$ cat src/rtl/fpu_s_issue_ctrl.sv
// fpu_s_issue_ctrl: issue/writeback sequencer for the single-precision FPU, owns fcsr
module fpu_s_issue_ctrl #(
    parameter logic [11:0] CSR_FFLAGS = 12'h001,
    parameter logic [11:0] CSR_FRM    = 12'h002,
    parameter logic [11:0] CSR_FCSR   = 12'h003
) (
    input  logic        clk,
    input  logic        rst_n,
    input  logic        valid_i,
    output logic        ready_o,
    input  logic [31:0] rs1_i,
    input  logic [31:0] rs2_i,
    input  logic [31:0] rs3_i,
    input  logic [5:0]  op_i,
    input  logic [2:0]  rm_i,
    input  logic [4:0]  rd_i,
    input  logic        kill_i,
    output logic [31:0] fpu_rs1_o,
    output logic [31:0] fpu_rs2_o,
    output logic [31:0] fpu_rs3_o,
    output logic [5:0]  fpu_op_o,
    output logic [2:0]  fpu_frm_o,
    output logic        fpu_start_o,
    input  logic [31:0] fpu_c_i,
    input  logic [4:0]  fpu_fflags_i,
    input  logic        fpu_busy_i,
    output logic        wb_we_o,
    output logic [4:0]  wb_addr_o,
    output logic [31:0] wb_data_o,
    output logic        stall_o,
    output logic        illegal_o,
    input  logic        csr_we_i,
    input  logic [11:0] csr_addr_i,
    input  logic [31:0] csr_wdata_i,
    output logic [31:0] csr_rdata_o
);
    typedef enum logic [1:0] {IDLE, ISSUE, WAIT, WB} state_t;
    state_t      state, state_nx;
    logic [7:0]  fcsr, fcsr_nx;
    logic [31:0] res_q;
    logic [4:0]  flags_q, rd_q;
    logic [2:0]  rm_res;
    logic        rm_bad, accept, capture, wb_fire;
    logic        unused_wdata;
    assign unused_wdata = ^csr_wdata_i[31:8];
    // Handshake, rounding-mode resolution and writeback strobes
    always_comb begin
        rm_res      = (rm_i == 3'b111) ? fcsr[7:5] : rm_i;
        rm_bad      = rm_res >= 3'd5;
        ready_o     = state == IDLE;
        stall_o     = !ready_o;
        illegal_o   = ready_o && valid_i && !kill_i && rm_bad;
        accept      = ready_o && valid_i && !kill_i && !rm_bad;
        fpu_start_o = state == ISSUE;
        capture     = state == WAIT && !fpu_busy_i && !kill_i;
        wb_fire     = state == WB && !kill_i;
        wb_we_o     = wb_fire;
        wb_addr_o   = rd_q;
        wb_data_o   = res_q;
    end
    // Next-state logic; a flush from any busy state returns to IDLE
    always_comb begin
        state_nx = state;
        case (state)
            IDLE:  state_nx = accept ? ISSUE : IDLE;
            ISSUE: state_nx = kill_i ? IDLE : WAIT;
            WAIT:  state_nx = kill_i ? IDLE : (fpu_busy_i ? WAIT : WB);
            WB:    state_nx = IDLE;
            default: state_nx = IDLE;
        endcase
    end
    // CSR write merge; completed-op flags are OR-ed in after any software write
    always_comb begin
        fcsr_nx = fcsr;
        if (csr_we_i && csr_addr_i == CSR_FFLAGS) fcsr_nx[4:0] = csr_wdata_i[4:0];
        if (csr_we_i && csr_addr_i == CSR_FRM)    fcsr_nx[7:5] = csr_wdata_i[2:0];
        if (csr_we_i && csr_addr_i == CSR_FCSR)   fcsr_nx      = csr_wdata_i[7:0];
        if (wb_fire) fcsr_nx[4:0] = fcsr_nx[4:0] | flags_q;
    end
    // CSR read mux; unmapped addresses and fcsr[31:8] read as zero
    always_comb begin
        csr_rdata_o = 32'b0;
        if (csr_addr_i == CSR_FFLAGS) csr_rdata_o = {27'b0, fcsr[4:0]};
        if (csr_addr_i == CSR_FRM)    csr_rdata_o = {29'b0, fcsr[7:5]};
        if (csr_addr_i == CSR_FCSR)   csr_rdata_o = {24'b0, fcsr};
    end
    // State and fcsr registers
    always_ff @(posedge clk or negedge rst_n) begin
        if (!rst_n) begin
            state <= IDLE;
            fcsr  <= 8'b0;
        end else begin
            state <= state_nx;
            fcsr  <= fcsr_nx;
        end
    end
    // Operand latch on acceptance and result capture when the FPU goes idle
    always_ff @(posedge clk or negedge rst_n) begin
        if (!rst_n) begin
            fpu_rs1_o <= 32'b0;
            fpu_rs2_o <= 32'b0;
            fpu_rs3_o <= 32'b0;
            fpu_op_o  <= 6'b0;
            fpu_frm_o <= 3'b0;
            rd_q      <= 5'b0;
            res_q     <= 32'b0;
            flags_q   <= 5'b0;
        end else begin
            if (accept) begin
                fpu_rs1_o <= rs1_i;
                fpu_rs2_o <= rs2_i;
                fpu_rs3_o <= rs3_i;
                fpu_op_o  <= op_i;
                fpu_frm_o <= rm_res;
                rd_q      <= rd_i;
            end
            if (capture) begin
                res_q   <= fpu_c_i;
                flags_q <= fpu_fflags_i;
            end
        end
    end
endmodule

$ cat config.mk
export PLATFORM = sky130hd
export DESIGN_NAME = fpu_s_issue_ctrl
export DESIGN_NICKNAME = d
export VERILOG_FILES = /design/src/rtl/fpu_s_issue_ctrl.sv
export SDC_FILE = /design/constraint.sdc
export NUM_CORES = 1
export LEC_CHECK = 0
export ABC_AREA = 1
export CELL_PAD_IN_SITES_DETAIL_PLACEMENT = 1
export CELL_PAD_IN_SITES_GLOBAL_PLACEMENT = 1
export CORE_AREA = 2 2 166 168
export CTS_CLUSTER_SIZE = 28
export DETAILED_ROUTE_END_ITERATION = 8
export DIE_AREA = 0 0 168 170
export DONT_BUFFER_PORTS = 1
export PLACE_DENSITY = 0.6
export SLEW_MARGIN = 20
export SYNTH_ARGS = -nofsm -noshare
export SYNTH_HDL_FRONTEND = slang
export SYNTH_SLANG_ARGS = --single-unit
$ cat constraint.sdc
create_clock -name clk -period 3.85 [get_ports clk]
set_input_delay 0.77 -clock clk [delete_from_list [all_inputs] [get_ports clk]]
set_output_delay 0.77 -clock clk [all_outputs]
set_load 0.05 [all_outputs]
Yosys cells after proc, flatten, opt, wreduce, memory -nomap -nowiden
Index checks and enable logic that the tools add are counted.
{"block": "op_classes", "order_cmp": 1, "n_reduce_logical": 16, "n_eq_ne": 7, "muxes": 13, "bitwise": 1}
{"op": "two-way mux 32 bit", "count": 2}
{"op": "== test 12 x 2 -> 1 bit (second input constant)", "count": 2}
{"op": "two-way mux 5 bit", "count": 3}
{"op": "== test 12 x 1 -> 1 bit (second input constant)", "count": 1}
{"op": "logical AND 1 bit", "count": 10}
{"op": "two-way mux 8 bit", "count": 1}
{"op": "case mux 2 bit (4 select lines)", "count": 1}
{"op": "two-way mux 3 bit", "count": 2}
{"op": "OR 5 bit", "count": 1}
{"op": "== test 2 bit (second input constant)", "count": 2}
{"op": "logical NOT 1 bit", "count": 4}
{"op": "two-way mux 2 bit", "count": 2}
{"op": "== test 3 bit (second input constant)", "count": 1}
{"op": ">= comparator 3 bit (second input constant)", "count": 1}
{"op": "== test 2 x 1 -> 1 bit (second input constant)", "count": 1}
{"op": "logical NOT 2 bit", "count": 1}
{"op": "two-way mux 1 bit", "count": 2}
{"op": "nonzero test 2 bit", "count": 1}
{"block": "word_totals", "register_bits": 157, "wordCells": 49, "inputBits": 197, "out_inout_bits": 179}

Logic depth before layout (Yosys ltp)
Gate-level depths: netlist (run 1).
{"block": "logic_depth", "word_depth": 7, "ltp_mapped": 10}

Least setup slack after synthesis (run 1)
Ideal clock, no wire load.
{"block": "synth_timing", "kind": "input to output", "startpoint": "in rm_i[2]", "endpoint": "out illegal_o", "path_slack_ns": 0.263, "required_ns": 3.080, "path_stages": 6, "arrival_ns": 2.817, "cell_sequence": "inv_1 a31oi_1 nand2_1 buf_2 buf_4 nor4_1"}
{"block": "synth_between", "elab_chain_cells": 4}
{"item": "start: declaration", "line_no": "15", "source": "input logic [2:0] rm_i,"}
{"item": "== test 3 bit", "line_no": "48", "source": "rm_res = (rm_i == 3'b111) ? fcsr[7:5] : rm_i;"}
{"item": "two-way mux 3 bit (*)", "line_no": "48"}
{"item": ">= comparator 3 bit (*)", "line_no": "49", "source": "rm_bad = rm_res >= 3'd5;"}
{"item": "logical AND 1 bit (*)", "line_no": "52", "source": "illegal_o = ready_o && valid_i && !kill_i && rm_bad;"}
{"item": "end: declaration", "line_no": "31", "source": "output logic illegal_o,"}
Mark *: on every way between the ends. The rest lies on a longest branch, timed or not.

Worst setup path after layout (run 1)
{"block": "layout_timing", "startpoint": "in csr_addr_i[11]", "endpoint": "out csr_rdata_o[5]"}
{"block": "layout_between", "elab_chain_cells": 2}
{"item": "start: declaration", "line_no": "33", "source": "input logic [11:0] csr_addr_i,"}
{"item": "== test 12 x 2 -> 1 bit", "line_no": "85", "source": "if (csr_addr_i == CSR_FCSR) csr_rdata_o = {24'b0, fcsr};"}
{"item": "two-way mux 32 bit", "line_no": "85"}
{"item": "end: declaration", "line_no": "35", "source": "output logic [31:0] csr_rdata_o"}
Every way passes these cells.

==> results.json, run 1 <==
{
  "cts_root_buf": "clkbuf_16",
  "place_ws_ps": 1090,
  "tns_ps": 0,
  "path_buf_inv": 1,
  "layoutNonFillerInstCount": 1037,
  "crit_required_ps": 3080,
  "p_total_mw": 6.28,
  "io-pin-count": 376,
  "grt_max_degree": 158,
  "crit_path_max_incr_delay_ps": 330,
  "critical_path.endpoint": "csr_rdata_o[5]",
  "syn-instance-count": 689,
  "first_iter_violations": 241,
  "synth_area_sq_mm": 0.00658,
  "synth_cell_types": 23,
  "fmax_mhz": 369,
  "endpoint_kind": "primary output",
  "h-tree-depth": 4,
  "rsz0062_at_grt": "no",
  "critPathLaunch": "csr_addr_i[11]",
  "p_per_area_mw_per_mm2": 845,
  "hold_path.class": "input pin to asynchronous set/reset pin",
  "skew_ps": 13.8,
  "fin_crit_ps": 2710,
  "ant_nets": 0,
  "critPathArrivalTime_ps": 1940,
  "ys_warn_count": 0,
  "timing.rr.start": "fcsr[7]",
  "drt-wirelength-per-cell_um": 18.4,
  "crit_fanout": 7,
  "drc_errors": 0,
  "coreArea_sq_mm": 0.0267,
  "crit_family": "simple AND/OR/NAND/NOR gates",
  "cts_hold_buf": 0,
  "setup_ws_ps": 1140,
  "cp-start-kind": "input pin",
  "grt_pass1_vias": 5008,
  "post_cts_buffers": 0,
  "ys_seq_area_share_pct": 59.8,
  "path_cells": "nor2_1, nand2_1, nor2_1, nand2_1, nor3b_2, buf_4",
  "die_h_um": 170,
  "die_area_sq_mm": 0.0286,
  "maxCapViolations": 0,
  "vdd_ir_drop_max_uv": 276,
  "post_cts_resized": 0,
  "post-route-util_pct": 27.9,
  "track_usage_pct": 13.2,
  "clk_latency_ps": 420,
  "area_growth_pct": 13.1,
  "start_util_pct": 24.7,
  "wl_mm": 19.1,
  "layout_common_cells": "nand2_1, dfrtp_1, nand3_1",
  "path_depth": 6,
  "critPathKind": "input pin to primary output",
  "leakagePower_nw": 3.71,
  "r2r_end": "fpu_op_o[4]",
  "period_share_pct": 70.5,
  "worstMarginPinSlew_ps": 929,
  "first_pass_iters": 4,
  "ys_seq_elements": 157,
  "antenna_found_initial": 2,
  "tritoncts": "built",
  "critPathSlowestCell": "nor2_1",
  "die_x_um": 168,
  "rows": 60,
  "rr_worst_depth": 7,
  "drv_slew": 0,
  "dp_hpwl_mm": 13.0,
  "cts_buffers": 17,
  "slew_headroom_pct": 37.8,
  "vias": 4736,
  "dp_cells": 1004,
  "drive_gt1_share_pct": 13.4,
  "finalHoldViolCount": 0,
  "cts_buffer_depth": 2,
  "ff2ff_setup_slack_ps": 1670,
  "setup_viol_count_final": 0,
  "gp_congestion": 0.791,
  "nNetsFinal": 879,
  "outcome": "complete, no violations",
  "grt_pass1_wl_mm": 29.1,
  "layout_commonest_cell": "nand2_1",
  "gr-total-overflow": 0,
  "synth.avg_cell_area_sq_um": 9.54,
  "numPortBuffers": 0,
  "clkTransAtPathRegs_ps": 70,
  "vias_per_cell": 4.57,
  "clock-sinks": 157
}
[power by group]
| part | internal [mW] | switching, mW |
|---|---|---|
| combinational | 0.264 | 0.359 |
| clock | 0.926 | 0.741 |
| sequential | 2.09 | 1.91 |
[sequential cells by signal, summed over array words and instances, names as in the netlist]
register   flops
fpu_rs1_o     32
state          2
flags_q        5
wb_data_o     32
fpu_frm_o      3
fcsr           8
fpu_rs2_o     32
wb_addr_o      5
fpu_rs3_o     32
fpu_op_o       6
[stage by stage]
| step | instance area (sq um) | hold slack, ps |
|---|---|---|
| detailed placement | 6860 | 478 |
| floorplan | 6660 | 452 |
| CTS | 7430 | 10.7 |
| global placement | 6860 | 469 |
| global route | 7440 | 1.27 |
| finish | 7440 | 45.9 |
[final cells by class]
type	instances	area [sq um]
clock buffer	19	443
sequential	157	3930
multi-input combinational	470	2290
clock inverter	13	133
inverter	19	71.3
antenna	1	2.50
tap	341	427
timing repair buffer	17	140
fill	3084	19200
[routing by layer]
layer	part of all wire (%)	vias up	global-route usage [%]	routed length [um]
met5	0.068	-	0	13
li1	-	2167	-	-
met2	49	245	22.2	9300
met1	37	2312	14.3	7110
met3	13	10	6.95	2460
met4	0.91	2	4.12	173
[worst min path at each step]
stage                     depth (start not counted)       endpoint
after global placement                            2        fcsr[3]
after detailed placement                          0  fpu_rs3_o[21]
after CTS                                         0  fpu_rs3_o[21]
after floorplan                                   2        fcsr[3]
after global routing                              0  fpu_rs3_o[21]
final                                             0  fpu_rs3_o[21]
[worst reg2reg max path: stages, from the launching register on]
cell and delay (ps):
dfrtp_1 340, inv_1 90, a31oi_1 350, nand2_4 240
nand2_4 260, buf_4 560, nand2_1 210, nand2_1 90
[cell families after synthesis]
logic type,Yosys count,share of synthesized area (%)
multiplexers,37,6.34
other,1,0.0570
buffers and inverters,85,7.25
flip-flops,157,59.8
AND/OR/NAND/NOR,394,25.3
AO/OA/AOI/OAI,15,1.27
[synth_stat cells]
cell,count,area [sq um]
nor2_2,1,6.26
inv_2,1,3.75
buf_2,30,150
nor3_1,2,10.0
dfrtp_1,157,3930
conb_1,1,3.75
inv_1,18,67.6
nor3b_1,2,15.0
o21ai_1,1,5.00
buf_6,1,11.3
o21ai_0,10,50.1
nor2_1,14,52.6
o211ai_1,3,22.5
nand4_1,5,31.3
nand3_1,120,601
nor4_1,1,6.26
mux2_2,37,417
nand2_1,247,927
nor3_2,1,10.0
buf_4,30,225
nand2_2,1,6.26
clkbuf_1,5,18.8
a31oi_1,1,6.26
Power figures use the tool's default switching activity.
==> run 2, diff against run 1 <==
--- a/config.mk
+++ b/config.mk
@@ -13,7 +13,7 @@
 export DETAILED_ROUTE_END_ITERATION = 8
 export DIE_AREA = 0 0 168 170
 export DONT_BUFFER_PORTS = 1
-export PLACE_DENSITY = 0.6
+export PLACE_DENSITY = 0.62
 export SLEW_MARGIN = 20
 export SYNTH_ARGS = -nofsm -noshare
 export SYNTH_HDL_FRONTEND = slang
==> constraint.sdc (replaced) <==
create_clock -name clk -period 2.32 [get_ports clk]
set_input_delay 0.464 -clock clk [delete_from_list [all_inputs] [get_ports clk]]
set_output_delay 0.464 -clock clk [all_outputs]
set_load 0.05 [all_outputs]
==> run 2 against run 1 <==
  * The flow now finishes with violations (hold timing)
  * Combinational power grew 72%
  * Register-to-register slack lost 1100 ps
  * Clock-buffer cell count is the same
  * Worst setup slack lost 900 ps
  * Critical path depth is the same
  * Clock skew grew 2.2 ps
  * Largest cell class unchanged
==> results.json, run 2 (same netlist as run 1, synthesis figures left out) <==
{
  "dp_hpwl_mm": 13.2,
  "cts_buffer_depth": 2,
  "pwr-share-clk_pct": 26.3,
  "fillers": 3040,
  "vdd_ir_drop_max_uv": 625,
  "power.internal_mw": 5.46,
  "gr-total-overflow": 0,
  "die_area_sq_mm": 0.0286,
  "clk_latency_ps": 420,
  "tns_ps": 0,
  "first_pass_iters": 4,
  "hold_path.class": "input pin to asynchronous set/reset pin",
  "layout_common_cells": "nand2_1, dfrtp_1, nand3_1",
  "r2r_end": "fpu_rs3_o[18]",
  "leakagePower_nw": 3.78,
  "slew_headroom_pct": 62.0,
  "gp_congestion": 0.743,
  "hold_slack_ps": -262,
  "p_seq_share_pct": 63.5,
  "cts_buffers": 17,
  "post_cts_resized": 0,
  "grt_pass1_vias": 4927,
  "numPortBuffers": 0,
  "drt-wirelength-per-cell_um": 17.9,
  "crit_family": "buffers and inverters",
  "critPathArrivalTime_ps": 1620,
  "outcome": "finished, violations left",
  "rsz0062_at_grt": "no",
  "layout_commonest_cell": "nand2_1",
  "p_sw_mw": 4.99,
  "maxCapViolations": 0,
  "finalHoldViolCount": 157,
  "vias_per_cell": 4.50,
  "skew_ps": 16.1,
  "grt_pass1_wl_mm": 28.2,
  "worstMarginPinSlew_ps": 571,
  "dp_cells": 1012,
  "crit_fanout": 4,
  "ff2ff_setup_slack_ps": 530,
  "tritoncts": "built",
  "cts_root_buf": "clkbuf_16",
  "critPathKind": "flip-flop to primary output",
  "multi_input_area_sq_mm": 0.00229,
  "path_cells": "inv_1, a31oi_1, buf_4, nand2_4, nor4_2, buf_4",
  "seqCellArea_sq_mm": 0.00393,
  "coreArea_sq_mm": 0.0267,
  "crit_top_cell": "buf_4",
  "setup_viol_count_final": 0,
  "track_usage_pct": 12.7,
  "wl_mm": 18.6,
  "drc_errors": 0,
  "endpoint_kind": "primary output",
  "die_x_um": 168,
  "start_util_pct": 24.7,
  "drv_slew": 0,
  "clock-sinks": 157,
  "first_iter_violations": 292,
  "path_buf_inv": 3,
  "period_share_pct": 89.8,
  "antenna_found_initial": 0,
  "switching_share_pct": 47.8,
  "io-pin-count": 376,
  "nNetsFinal": 887,
  "drive_gt1_share_pct": 14.4,
  "post_cts_buffers": 0,
  "diodes": 0,
  "crit_path_max_incr_delay_ps": 330,
  "clkTransAtPathRegs_ps": 70,
  "p_per_area_mw_per_mm2": 1380,
  "combPwrFrac_pct": 10.2,
  "ant_nets": 0,
  "crit_required_ps": 1860,
  "rows": 60,
  "vias": 4693,
  "layoutNonFillerInstCount": 1044,
  "h-tree-depth": 4,
  "violations": "hold timing",
  "area_growth_pct": 14.9,
  "timing.rr.start": "state[1]",
  "grt_max_degree": 158,
  "die_h_um": 170,
  "fmax_mhz": 480,
  "critPathSlowestCell": "dfrtp_1",
  "rr_worst_depth": 8,
  "cp-start-kind": "flip-flop",
  "fin_crit_ps": 2080
}
==> run 2: changes by cell type in the layout (fill, tap and decap cells not counted), sizes merged <==
cell | previous run | this run
clkinv | 2 | 5
inv | 24 | 23
diode | 1 | 0
clkinvlp | 5 | 3
buf | 17 | 25
==> run 2: worst max-delay path by stage <==
stage                               from        endpoint  slack (ps)  cells after the start
final                            fcsr[7]       illegal_o         240                      6
after global routing             fcsr[7]       illegal_o          70                      6
after CTS                        fcsr[7]       illegal_o         170                      6
after detailed placement  csr_addr_i[11]  csr_rdata_o[6]         410                      7
after global placement     csr_addr_i[9]  csr_rdata_o[5]         440                      7
after floorplan                 state[1]       illegal_o        -310                      3
==> run 2: layout make-up <==
class	instances	share of cell area [%]
clock buffer	19	5.86
inverter	19	0.944
timing repair buffer	25	3.48
clock inverter	13	1.76
multi-input combinational	470	30.3
tap	341	5.65
sequential	157	52.0
==> run 2: layer usage <==
metal  wire [um]  global-route usage, %
met5           0                      0
met2        9150                   21.7
met4         230                   3.97
met3        2150                   6.19
met1        7110                   14.0
==> run 2: stage by stage <==
| stage | cell area, sq um | worst slack (ps) | power [mW] | util, % |
|---|---|---|---|---|
| 6_report | 7560 | 237 | 10.4 | 28.4 |
| 5_1_grt | 7560 | 66.2 | 11.0 | 28.4 |
| 4_1_cts | 7560 | 169 | 10.6 | 28.4 |
| 3_5_place_dp | 6980 | 410 | 7.80 | 26.2 |
| 3_3_place_gp | 6980 | 439 | 7.74 | 26.2 |
| 2_1_floorplan | 6670 | -306 | 7.41 | - |
==> run 2: power groups by stage <==
stage / combinational (mW) / clock, mW / sequential (mW)
after global placement: 1.04 / 0 / 6.70
after detailed placement: 1.09 / 0 / 6.71
after CTS: 1.09 / 2.88 / 6.66
after floorplan: 0.940 / 0 / 6.47
final: 1.07 / 2.75 / 6.64
after global routing: 1.24 / 2.99 / 6.75
==> RTL change, RTL diff (settings of run 2) <==
Encoding of `state_t`: now one-hot (4 bits for 4 states).
--- a/src/rtl/fpu_s_issue_ctrl.sv
+++ b/src/rtl/fpu_s_issue_ctrl.sv
@@ -36,3 +36,3 @@
 );
-    typedef enum logic [1:0] {IDLE, ISSUE, WAIT, WB} state_t;
+    typedef enum logic [3:0] {IDLE = 4'b0001, ISSUE = 4'b0010, WAIT = 4'b0100, WB = 4'b1000} state_t;
     state_t      state, state_nx;
Function: no difference found for any inputs over 4 cycles, from zero or initial values and one cycle with rst_n low; so few cycles prove little.
==> RTL change against run 2 <==
- the run still ends with hold timing left
- sequential cell count grew 2
- wire length grew 7.1%
- cell area grew 0.36%
- core utilization grew 0.10 points
- count of clock-buffer cells in the layout shrank 1
- synthesized cell count grew 14%
- global-route usage grew 0.88 points
- synthesized area grew 1.9%
- power shrank 18%
- non-clock buffer count shrank 4
- worst setup slack lost 84 ps
- cell count grew 8.1%
- critical endpoint unchanged
- largest cell class unchanged
==> RTL change: results (changes against run 2) <==
layout.nets: 973  # was 887
drive_above_1_share_pct: 7.74  # was 14.4%
clk_pin_slew_worst_paths_ps: 70  # about the same
wl_per_cell_um: 17.7  # was 17.9 um
async_flop_share_pct: 100  # unchanged
hpwl_um: 14000  # was 13200 um
finalCriticalPeriod_ps: 2170  # was 2080 ps
p_leak_uw: 0.00400  # was 0.00378 uW
synthTopCellsByArea: "dfrtp_1 (59%), nand2_1 (20%), nand3_1 (9.3%)"  # was dfrtp_1 (60%), nand2_1 (14%), nand3_1 (9.1%)
cts_setup_buffers: 0  # unchanged
grt_use_met3_pct: 6.23  # was 6.19%
area_delta_synth_final_pct: 13.2  # was 14.9%
r2r_slack_ps: 610  # was 530 ps
drtIter0Drc: 269  # was 292
wl_met2_um: 9520  # was 9150 um
dp_slack_ps: 398  # was 410 ps
stdcell_count: 1129  # was 1044
port_buffers: 0  # unchanged
muxShareOfSynthArea_pct: 0  # was 6.34%
cp_max_fo: 3  # was 4
finalClockSkew_ps: 11.4  # was 16.1 ps
comb-power_uw: 704  # was 1070 uW
hold_ws_ps: -264  # was -262 ps
finalHoldViolCount: 159  # was 157
top_layer: "met4"  # unchanged
p_seq_uw: 5160  # was 6640 uW
post_synth_num_cell_types: 22  # was 23
ant_nets: 0  # unchanged
grt_pass1_wl_um: 30500  # was 28200 um
gp_congestion: 0.714  # was 0.743
tightestPinTransition_ps: 602  # was 571 ps
swShare_pct: 43.3  # was 47.8%
place_area_sq_um: 7030  # was 6980 sq um
grt_pass1_vias: 5283  # was 4927
drt-pass1-iter-count: 4  # unchanged
synth_xor_area_share_pct: 0  # unchanged
report.final.slew_viol_count: 0  # unchanged
outcome: "finished with violations"  # unchanged
vias: 5121  # was 4693
synthTopCellsByCount: "nand2_1 (362), dfrtp_1 (158), nand3_1 (124)"  # was nand2_1 (247), dfrtp_1 (157), nand3_1 (120)
fill_cells: 3181  # was 3040
synth_compound_area_share_pct: 1.05  # was 1.27%
synth_cells: 783  # was 689
numCtsBuffers: 17  # unchanged
p_switching_uw: 3690  # was 4990 uW
yosysWarnings: 0  # unchanged
yosysSeqAreaShare_pct: 59.4  # was 59.8%
arrival_ps: 1700  # was 1620 ps
grtUsageTotal_pct: 13.6  # was 12.7%
violations: "hold timing"  # unchanged
clockRootBuffer: "clkbuf_16"  # unchanged
met3_length_um: 2210  # was 2150 um
peakVddDrop_mv: 0.293  # was 0.625 mV
wl_met1_um: 8060  # was 7110 um
antenna_cells: 0  # unchanged
grt_max_degree: 160  # was 158
grtUsageMet2_pct: 22.5  # was 21.7%
worstSkewPairLatency_ps: 410
use_met1_pct: 16.1  # was 14.0%
RTL change: cell count changes after synthesis, sizes merged, moves of 4 or more:
cell and change:
nand3 +5, buf +5, nor2 +5, mux2 -37, nand2 +116, inv +4
RTL change: final timing paths:
path                       startpoint             to  cells past startpoint
hold reg to reg            flags_q[0]     flags_q[0]                      2
max in group asynchronous       rst_n  fpu_rs3_o[13]                      0
setup reg to reg              fcsr[5]  fpu_rs1_o[16]                      9
min in group clk           fpu_c_i[4]   wb_data_o[4]                      2
hold / removal                  rst_n  wb_data_o[31]                      0
setup / recovery             state[2]      illegal_o                      5
RTL change: worst max-delay path, stage by stage (launching register included):
cell and delay [ps]:
dfrtp_1 420, nor2_2 130, nand3_2 110, buf_4 220, nor3_2 210, buf_6 190
RTL change: final cells by class:
type	count	share of cell area [%]
Timing Repair Buffer	21	2.79
Tap cell	341	5.63
Multi-Input combinational cell	554	30.8
Inverter	23	1.14
Clock inverter	13	1.39
Clock buffer	18	5.79
Sequential cell	159	52.5
